### config.mk
export PLATFORM = sky130hd
export DESIGN_NAME = sr_engine
export DESIGN_NICKNAME = d
export VERILOG_FILES = /design/src/rtl/sr_pkg.sv /design/src/rtl/sr_step.sv /design/src/rtl/sr_engine.sv
export SDC_FILE = /design/constraint.sdc
export NUM_CORES = 1
export LEC_CHECK = 0
export CORE_ASPECT_RATIO = 0.9
export CORE_MARGIN = 2
export CORE_UTILIZATION = 30
export DETAILED_ROUTE_END_ITERATION = 7
export GPL_TIMING_DRIVEN = 0
export PLACE_DENSITY = 0.53
export SLEW_MARGIN = 10
export SYNTH_ARGS = -nofsm -noshare
export SYNTH_HDL_FRONTEND = slang
export SYNTH_SLANG_ARGS = --single-unit
### constraint.sdc
create_clock -name clk -period 2.5 [get_ports clk]
set_clock_uncertainty 0.2 [all_clocks]
set_input_delay 0.5 -clock clk [delete_from_list [all_inputs] [get_ports clk]]
set_output_delay 0.5 -clock clk [all_outputs]
set_load 0.1 [all_outputs]
### src/rtl/sr_pkg.sv
// Shared definitions for the shift engine: operation codes, FSM states and
// a helper that classifies an opcode as a multi-cycle shifting operation.
package sr_pkg;

  typedef enum logic [2:0] {
    OP_LOAD = 3'd0,
    OP_SHL  = 3'd1,
    OP_SHR  = 3'd2,
    OP_ROL  = 3'd3,
    OP_ROR  = 3'd4,
    OP_ASR  = 3'd5
  } shift_op_e;

  typedef enum logic {
    IDLE = 1'b0,
    BUSY = 1'b1
  } sr_state_e;

  localparam int unsigned OP_W = 3;

  // True for opcodes that run one step per cycle (6 and 7 are reserved).
  function automatic logic is_shift_op(input logic [OP_W-1:0] op);
    return (op >= OP_SHL) && (op <= OP_ASR);
  endfunction

endpackage

### src/rtl/sr_step.sv
// Single combinational step of the shift engine: given the current register
// value, the operation and the fill bits, produce the next register value and
// the STEP bits that leave the register.
module sr_step
  import sr_pkg::*;
#(
  parameter int unsigned WIDTH = 8,
  parameter int unsigned STEP  = 1
) (
  input  logic [OP_W-1:0]  op,
  input  logic [WIDTH-1:0] data,
  input  logic [STEP-1:0]  serial_in,
  output logic [WIDTH-1:0] data_nxt,
  output logic [STEP-1:0]  shift_out
);

  // Select the next register value and the bits shifted out for this op.
  always_comb begin
    // NOTE: every output gets a default before the case so no path can infer a latch.
    data_nxt  = data;
    shift_out = '0;
    case (op)
      OP_SHL: begin
        data_nxt  = {data[WIDTH-STEP-1:0], serial_in};
        shift_out = data[WIDTH-1 -: STEP];
      end
      OP_SHR: begin
        data_nxt  = {serial_in, data[WIDTH-1:STEP]};
        shift_out = data[STEP-1:0];
      end
      OP_ROL: begin
        data_nxt  = {data[WIDTH-STEP-1:0], data[WIDTH-1 -: STEP]};
        shift_out = data[WIDTH-1 -: STEP];
      end
      OP_ROR: begin
        data_nxt  = {data[STEP-1:0], data[WIDTH-1:STEP]};
        shift_out = data[STEP-1:0];
      end
      OP_ASR: begin
        data_nxt  = {{STEP{data[WIDTH-1]}}, data[WIDTH-1:STEP]};
        shift_out = data[STEP-1:0];
      end
      default: begin
        data_nxt  = data;
        shift_out = '0;
      end
    endcase
  end

endmodule

### src/rtl/sr_engine.sv
// Multi-mode shift engine: accepts a command over valid/ready, then executes
// the requested number of shift/rotate steps, one per cycle, and pulses done.
module sr_engine
  import sr_pkg::*;
#(
  parameter int unsigned WIDTH   = 8,
  parameter int unsigned STEP    = 1,
  parameter int unsigned COUNT_W = 4
) (
  input  logic               clk,
  input  logic               reset,
  input  logic               cmd_valid,
  output logic               cmd_ready,
  input  logic [OP_W-1:0]    cmd_op,
  input  logic [COUNT_W-1:0] cmd_count,
  input  logic [WIDTH-1:0]   load_data,
  input  logic [STEP-1:0]    serial_in,
  output logic [WIDTH-1:0]   data_out,
  output logic [STEP-1:0]    serial_out,
  output logic               busy,
  output logic               done
);

  sr_state_e          state_q, state_d;
  logic [OP_W-1:0]    op_q, op_d;
  logic [COUNT_W-1:0] remaining_q, remaining_d;
  logic [WIDTH-1:0]   data_q, data_d;
  logic [STEP-1:0]    serial_q, serial_d;
  logic               done_q, done_d;

  logic [WIDTH-1:0]   step_data;
  logic [STEP-1:0]    step_out;

  sr_step #(
    .WIDTH (WIDTH),
    .STEP  (STEP)
  ) u_step (
    .op        (op_q),
    .data      (data_q),
    .serial_in (serial_in),
    .data_nxt  (step_data),
    .shift_out (step_out)
  );

  // State and output registers; reset aborts any command in flight.
  always_ff @(posedge clk or negedge reset) begin
    if (!reset) begin
      state_q     <= IDLE;
      op_q        <= OP_LOAD;
      remaining_q <= '0;
      data_q      <= '0;
      serial_q    <= '0;
      done_q      <= 1'b0;
    end else begin
      // NOTE: non-blocking assignments so every register samples pre-edge values.
      state_q     <= state_d;
      op_q        <= op_d;
      remaining_q <= remaining_d;
      data_q      <= data_d;
      serial_q    <= serial_d;
      done_q      <= done_d;
    end
  end

  // Next-state logic: command acceptance in IDLE, one step per BUSY cycle.
  always_comb begin
    state_d     = state_q;
    op_d        = op_q;
    remaining_d = remaining_q;
    data_d      = data_q;
    serial_d    = serial_q;
    done_d      = 1'b0;
    case (state_q)
      IDLE: begin
        if (cmd_valid) begin
          op_d        = cmd_op;
          remaining_d = cmd_count;
          if (cmd_op == OP_LOAD) begin
            data_d = load_data;
            done_d = 1'b1;
          end else if (is_shift_op(cmd_op) && (cmd_count != '0)) begin
            state_d = BUSY;
          end else begin
            // Count 0 or reserved op: complete immediately, register untouched.
            done_d = 1'b1;
          end
        end
      end
      BUSY: begin
        data_d      = step_data;
        serial_d    = step_out;
        remaining_d = remaining_q - COUNT_W'(1);
        if (remaining_q == COUNT_W'(1)) begin
          state_d = IDLE;
          done_d  = 1'b1;
        end
      end
      default: state_d = IDLE;
    endcase
  end

  assign cmd_ready  = (state_q == IDLE);
  assign busy       = (state_q == BUSY);
  assign done       = done_q;
  assign data_out   = data_q;
  assign serial_out = serial_q;

endmodule
# After elaboration in Yosys (flattened, before gate mapping)

Index checks and enable logic that the tools add are counted.

Add/subtract/negate cells: 1
Order comparisons: 2
Equal/unequal tests: 11
Mux-type cells: 17
Bitwise gates (word level): 1
Reduce and logical (&&, ||, !) cells: 9

Operators by type and width:

| cell                                                                   | count |
|---|---|
| 8-bit one-hot mux with 5 select lines                                  | 1 |
| 8-bit 2-to-1 mux                                                       | 2 |
| 8-bit one-hot mux with 2 select lines                                  | 1 |
| 1-bit 2-to-1 mux                                                       | 8 |
| 4-bit one-hot mux with 2 select lines                                  | 1 |
| 3-bit by 2-bit equality test with 1-bit output (second input constant) | 2 |
| 3-bit equality test (second input constant)                            | 2 |
| 6-bit by 1-bit != test with 1-bit output (second input constant)       | 1 |
| 1-bit one-hot mux with 2 select lines                                  | 3 |
| 5-bit by 1-bit != test with 1-bit output (second input constant)       | 1 |
| 4-bit by 1-bit equality test with 1-bit output (second input constant) | 1 |
| 4-bit 2-to-1 mux                                                       | 1 |
| 2-bit != test (second input constant)                                  | 2 |
| 4-bit AND reduction                                                    | 1 |
| 4-bit nonzero test                                                     | 1 |
| 4-bit by 1-bit subtractor with 4-bit output (second input constant)    | 1 |
| 3-bit by 1-bit equality test with 1-bit output (second input constant) | 1 |
| 3-bit by 1-bit >= comparator with 1-bit output (second input constant) | 1 |
| 3-bit <= comparator (second input constant)                            | 1 |
| 3-bit logical NOT                                                      | 1 |
| 3-bit AND reduction                                                    | 1 |
| 3-bit OR reduction                                                     | 1 |
| 1-bit logical AND                                                      | 2 |
| 2-bit by 1-bit != test with 1-bit output (second input constant)       | 1 |
| 3 further kinds                                                        | 3 |

Bits in registers: 18
Bits of input ports: 19
Output and inout port bits: 12
Word-level logic and storage cells: 48

# Logic depth before layout (Yosys ltp)

Gate-level depths: netlist of run 1.

Depth after elaboration: 7
Depth in mapped cells: 7
Mapped depth without buffers: 5

# Hierarchy

From an unflattened synthesis of run 1, not the netlist that was laid out.

Cells, all modules: 119
Area, all modules: 1,233.7 um2

By module, submodules not included:

| module    | instances | cells each | area an instance (um2) | sequential area each (um2) |
|---|---|---|---|---|
| sr_engine | 1         | 72         | 969.7                  | 450.4 |
| sr_step   | 1         | 47         | 264.0                  | 0.0 |

# Worst setup path before layout of run 1

OpenSTA, ideal clock, no wires.

Kind: register to output
From: reg state_q, in the netlist busy
To: out cmd_ready
Data arrival time: 2.077 ns
Required time: 1.800 ns
Path slack: -0.277 ns
Stages on the path, launching flop included: 3
Path buffers: 1
Cell sequence: dfrtp_1 > inv_2 > buf_1

Longest elaborated chain between the ends: 1

Ends and longest elaborated chain:

| element                    | line            | source |
|---|---|---|
| start: declaration         | sr_engine.sv:24 | `sr_state_e state_q, state_d;` |
| start signal: assignment   | sr_engine.sv:56 | `state_q <= state_d;` |
| 1-bit NOT (no source line) | --              |  |
| end: declaration           | sr_engine.sv:13 | `output logic cmd_ready,` |

No other way between the ends.

# Worst setup path in the final report of run 1

From: reg done_q, in the netlist done
To: out done

RTL lines:

| element                  | line            | source |
|---|---|---|
| start: declaration       | sr_engine.sv:29 | `logic done_q, done_d;` |
| start signal: assignment | sr_engine.sv:61 | `done_q <= done_d;` |
| end: declaration         | sr_engine.sv:21 | `output logic done` |

No word-level cell between the ends.

==> flow_summary.json, run 1 <==
{
  "die-area_um2": 4400,
  "critPathLaunchType": "flip-flop",
  "grt_antenna_before_repair": 0,
  "min_from": "remaining_q[0]",
  "rsz0062_at_grt": "false",
  "cts_buffers": 3,
  "design.core.area_um2": 3730,
  "yosysTopAreaCell": "dfrtp_1",
  "critPathMaxFanout": 1,
  "max_slew_margin": 0.356,
  "startpoint": "done",
  "num_antenna_cells": 0,
  "viasPerCell": 5.06,
  "wl_per_cell_um": 14.0,
  "routed_wl_mm": 2.90,
  "worstMarginPinSlew_ns": 0.962,
  "synth_area_per_cell_um2": 9.10,
  "firstDrtPassIters": 4,
  "hpwl_mm": 2.09,
  "finalCriticalPeriod_ns": 2.41,
  "synth-async-reset-ratio": 1.00,
  "drc_errors": 0,
  "drive_above_1_share": 0.0932,
  "setup_viol_count_final": 0,
  "syn-num-nets": 149,
  "final_util": 0.419,
  "cts-hold-fix-buffers": 0,
  "fin_crit_sh": 0.963,
  "critical_path_required_ns": 1.80,
  "start_util": 0.312,
  "cts_max_level": 1,
  "r2r_start": "op_q[0]",
  "cp_slowest_cell": "clkdlybuf4s50_1",
  "end_kind": "output port",
  "crit_buf_inv": 1,
  "grt_pass1_vias": 966,
  "tns_ns": 0,
  "gp_congestion": 0.786,
  "hold_viol_final": 0,
  "nFillCells": 389,
  "row_count": 21,
  "io_buffers": 29,
  "clk_pin_slew_worst_paths_ns": 0.07,
  "io_pins": 31,
  "grt_max_degree": 19,
  "synth_top_area_share": 0.387,
  "worstPathCellList": "clkdlybuf4s50_1",
  "clock-sinks": 18,
  "drtAntennaViolNets": 0,
  "drtIter0Drc": 55,
  "syn_inst": 128,
  "ys_top_cells_by_area": "dfrtp_1 39%, mux2i_1 7.7%, mux2_1 7.7%",
  "status": "finished clean",
  "synth_cell_types": 36,
  "stdcell_area_um2": 1560,
  "drv_slew": 0,
  "synth_flop_cell": "dfrtp_1",
  "seq_area_frac_synth": 0.387,
  "die_w_um": 69.7,
  "tritoncts": "built",
  "dpl_cell_area_um2": 1520,
  "clock_path_buffers": 2,
  "worst_path_largest_cell_delay_ns": 1.12,
  "arrival_ns": 1.71,
  "clk_latency_ns": 0.26,
  "hold_path.class": "reg -> reg",
  "grt_overflow": 0,
  "grt_util_all_layers": 0.138,
  "max_freq_mhz": 416,
  "nNetsFinal": 183,
  "cp_top_family": "buffers and inverters",
  "die_y_um": 63.1,
  "preCtsSetupSlack_ns": -0.336,
  "vias": 1047,
  "path_class": "reg -> out",
  "drv_cap": 0,
  "synth-seq-cells": 18,
  "area_growth_pct": 34.3,
  "synth_edf_count": 0,
  "synth_area_um2": 1160,
  "yosysWarningCount": 0,
  "grt_pass1_wl_mm": 4.82,
  "cts_root_buffer": "clkbuf_8",
  "finalWorstSetupSlack_ns": 0.0937
}
area by class of cell:
cell class                 count  area (µm²)  share of cell area
buffer                         9        53.8              0.0344
sequential                    18         450               0.288
tap                           46        57.6              0.0368
inverter                       4        15.0             0.00960
clock buffer                   4        55.1              0.0352
multi-input combinational     97         653               0.418
timing repair buffer          29         279               0.178
metal layers:
layer | part of all wire | up-vias | GRT usage
met5 | 0 | - | 0
met4 | 0.0072 | 0 | 0.0433
met3 | 0.047 | 2 | 0.0416
met2 | 0.45 | 21 | 0.204
met1 | 0.50 | 491 | 0.192
li1 | - | 533 | -
per-stage QoR:
stage / std cells / hold slack, ns
global placement: 203 / 0.292
CTS: 207 / 0.313
floorplan: 128 / 0.00441
global route: 207 / 0.332
finish: 207 / 0.315
detailed placement: 203 / 0.296
timing repair:
item | in CTS | in global routing
endpoints found under the setup margin | 10 | 2
pin swaps | 0 | 0
setup buffers | 0 | 0
resized for setup | 14 | 2
cells in the mapped netlist (3+ instances only):
cell type	n
dfrtp_1	18
a21oi_1	13
nand2_1	12
nor2_1	12
mux2i_1	9
mux2_1	8
a31oi_1	6
buf_2	4
o21ai_0	4
o21ai_1	4
clkbuf_1	3
inv_1	3
nor2b_1	3
registers in the layout (all words and copies together) (netlist names):
signal / cells
data_out: 8
remaining_q: 4
op_q: 3
busy: 1
done: 1
serial_out: 1
cells in the final DEF, fill, tap and decap left out, drive strengths merged:
| master | count |
|---|---|
| nor3 | 2 |
| a21oi | 13 |
| o211ai | 2 |
| a22o | 1 |
| mux2i | 9 |
| ha | 2 |
| nand3b | 1 |
| o211a | 2 |
| dlygate4sd2 | 9 |
| a22oi | 1 |
| clkbuf | 8 |
| clkdlybuf4s50 | 18 |
| nand2 | 12 |
| nor2b | 3 |
| mux2 | 9 |
| nor4b | 1 |
| xor2 | 2 |
| inv | 4 |
| a31oi | 7 |
| o311ai | 1 |
| a2bb2oi | 1 |
| a211oi | 1 |
| a32o | 1 |
| dfrtp | 18 |
| o21ai | 8 |
| dlymetal6s2s | 1 |
| a32oi | 1 |
| nor4 | 1 |
| nor2 | 12 |
| buf | 5 |
| or3 | 1 |
| o21bai | 1 |
| nand2b | 2 |
| clkdlybuf4s15 | 1 |
path summary, 6_finish.rpt:
check                                  to  slack [ns]  depth (start not counted)
setup / recovery                     done        0.09                          1
hold / removal             remaining_q[0]        0.31                          1
setup reg to reg              data_out[5]        0.72                          5
hold reg to reg            remaining_q[0]        0.31                          1
max in group asynchronous  remaining_q[0]        1.03                          1
min in group asynchronous     data_out[4]        0.54                          1
worst register-to-register path, cell delays in order, from the launching register on:
cell	delay, ns
dfrtp_1	0.47
nand2b_1	0.14
buf_2	0.19
mux2_2	0.35
o21ai_0	0.21
a31oi_2	0.11
cell families (layout without fill, tap and decap cells):
family,after synthesis,count (layout),share of synthesized area
AO/OA/AOI/OAI,40,40,0.222
flip-flops,18,18,0.387
AND/OR/NAND/NOR,35,35,0.137
XOR/XNOR,2,2,0.0150
buffers and inverters,13,46,0.0526
multiplexers,18,18,0.164
adder cells (fa/ha/maj),2,2,0.0215
Power of run 1 is left out: the tool's default activity adds up to more than one toggle a clock period on the data nets, which glitch-free logic cannot reach.
==> run 2: changes to the inputs <==
- CORE_MARGIN: 2 -> 3
==> flow_summary.json, run 2 (synthesis gave the netlist of run 1 again) <==
{
  "stdcell_area_um2": 1550,
  "worst-r2r-setup-slack_ns": 0.71,
  "fin_crit_sh": 0.972,
  "die_y_um": 65.1,
  "critical_path_required_ns": 1.80,
  "design.core.area_um2": 3550,
  "path_class": "reg -> out",
  "arrival_ns": 1.73,
  "finalCriticalPeriod_ns": 2.43,
  "clk_latency_ns": 0.25,
  "firstDrtPassIters": 5,
  "cts_root_buffer": "clkbuf_8",
  "cts_buffers": 3,
  "critPathMaxFanout": 2,
  "startpoint": "serial_out",
  "endpoint": "serial_out",
  "clock_path_buffers": 2,
  "status": "finished clean",
  "worstPathCellList": "clkdlybuf4s50_1",
  "cts-hold-fix-buffers": 0,
  "hpwl_mm": 2.12,
  "hold_path.class": "reg -> reg",
  "tritoncts": "built",
  "hold_viol_final": 0,
  "dpl_cell_area_um2": 1520,
  "seq_area_um2": 450,
  "drtIter0Drc": 73,
  "multi_input_area_um2": 653,
  "grt_pass1_vias": 1059,
  "grt_overflow": 0,
  "die_w_um": 71.7,
  "row_count": 20,
  "path_depth": 1,
  "cp_top_family": "buffers and inverters",
  "r2r_cells": 5,
  "rsz0062_at_grt": "false",
  "drv_cap": 0,
  "finalWorstSetupSlack_ns": 0.0702,
  "grt_max_degree": 19,
  "largest_reg_flops": 8,
  "io_buffers": 29,
  "crit_buf_inv": 1,
  "dp_cells": 201,
  "worst_path_largest_cell_delay_ns": 1.13,
  "mostFrequentLayoutCell": "clkdlybuf4s50_1",
  "viasPerCell": 5.20,
  "drtAntennaViolNets": 0,
  "gp_congestion": 0.781,
  "max_freq_mhz": 412,
  "final_cell_mix": "19 x clkdlybuf4s50_1, 18 x dfrtp_1, 13 x a21oi_1",
  "grt_antenna_before_repair": 0,
  "cts_max_level": 1,
  "r2r_start": "op_q[2]",
  "rr_endpoint": "data_out[5]",
  "max_slew_margin": 0.351,
  "io_pins": 31,
  "setup_viol_count_final": 0,
  "grt_util_all_layers": 0.136,
  "clock-sinks": 18,
  "start_util": 0.328,
  "num_antenna_cells": 0,
  "wl_per_cell_um": 14.3,
  "die-area_um2": 4670,
  "end_kind": "output port",
  "nNetsFinal": 183,
  "preCtsSetupSlack_ns": -0.363,
  "critPathLaunchType": "flip-flop",
  "routed_wl_mm": 2.92,
  "drc_errors": 0,
  "vias": 1060,
  "worstMarginPinSlew_ns": 0.971,
  "cp_slowest_cell": "clkdlybuf4s50_1",
  "clk_pin_slew_worst_paths_ns": 0.07,
  "grt_pass1_wl_mm": 5.08,
  "drv_slew": 0,
  "area_growth_pct": 32.7,
  "stdcell_count": 204,
  "drive_above_1_share": 0.0875,
  "nFillCells": 360
}
==> run 2: changes by cell type in the layout (fill, tap and decap cells not counted) <==
cell             change
clkdlybuf4s50_1      +1
clkbuf_8             -1
dlymetal6s2s_1       -1
==> run 2: cell type report <==
class,instances,share of cell area
Sequential cell,18,0.291
Tap cell,44,0.0356
Buffer,9,0.0348
Timing Repair Buffer,29,0.179
Inverter,4,0.00972
Multi-Input combinational cell,97,0.423
Clock buffer,3,0.0267
==> run 2: worst min-delay path by stage <==
stage,from,end,slack (ns),cells past startpoint
final,remaining_q[0],remaining_q[0],0.30,1
after detailed placement,remaining_q[0],remaining_q[0],0.30,1
after global placement,remaining_q[0],remaining_q[0],0.29,1
after global routing,remaining_q[0],remaining_q[0],0.32,1
after floorplan,reset,busy,0.004,0
after CTS,remaining_q[0],remaining_q[0],0.31,1
==> run 2: per-stage QoR <==
| step | hold WS (ns) | util | TNS (ns) |
|---|---|---|---|
| after global placement | 0.288 | 0.427 | -0.351 |
| final | 0.304 | 0.435 | 0 |
| after global routing | 0.325 | 0.435 | 0 |
| after detailed placement | 0.296 | 0.427 | -0.363 |
| after floorplan | 0.00441 | - | 0 |
| after CTS | 0.305 | 0.434 | 0 |
==> run 2: repair_timing <==
item,CTS,global route
endpoints found under the setup margin,10,1
pin swaps,0,0
gates resized for setup,14,1
buffers inserted,0,0
==> run 2: per-layer routing <==
metal  vias up  routed length, µm  GRT usage
met1       505               1490      0.185
met3         2                135     0.0398
li1        529                  -          -
met5         -                  0          0
met4         0                 25     0.0446
met2        24               1270      0.208
Power of run 2 is left out for the same reason.
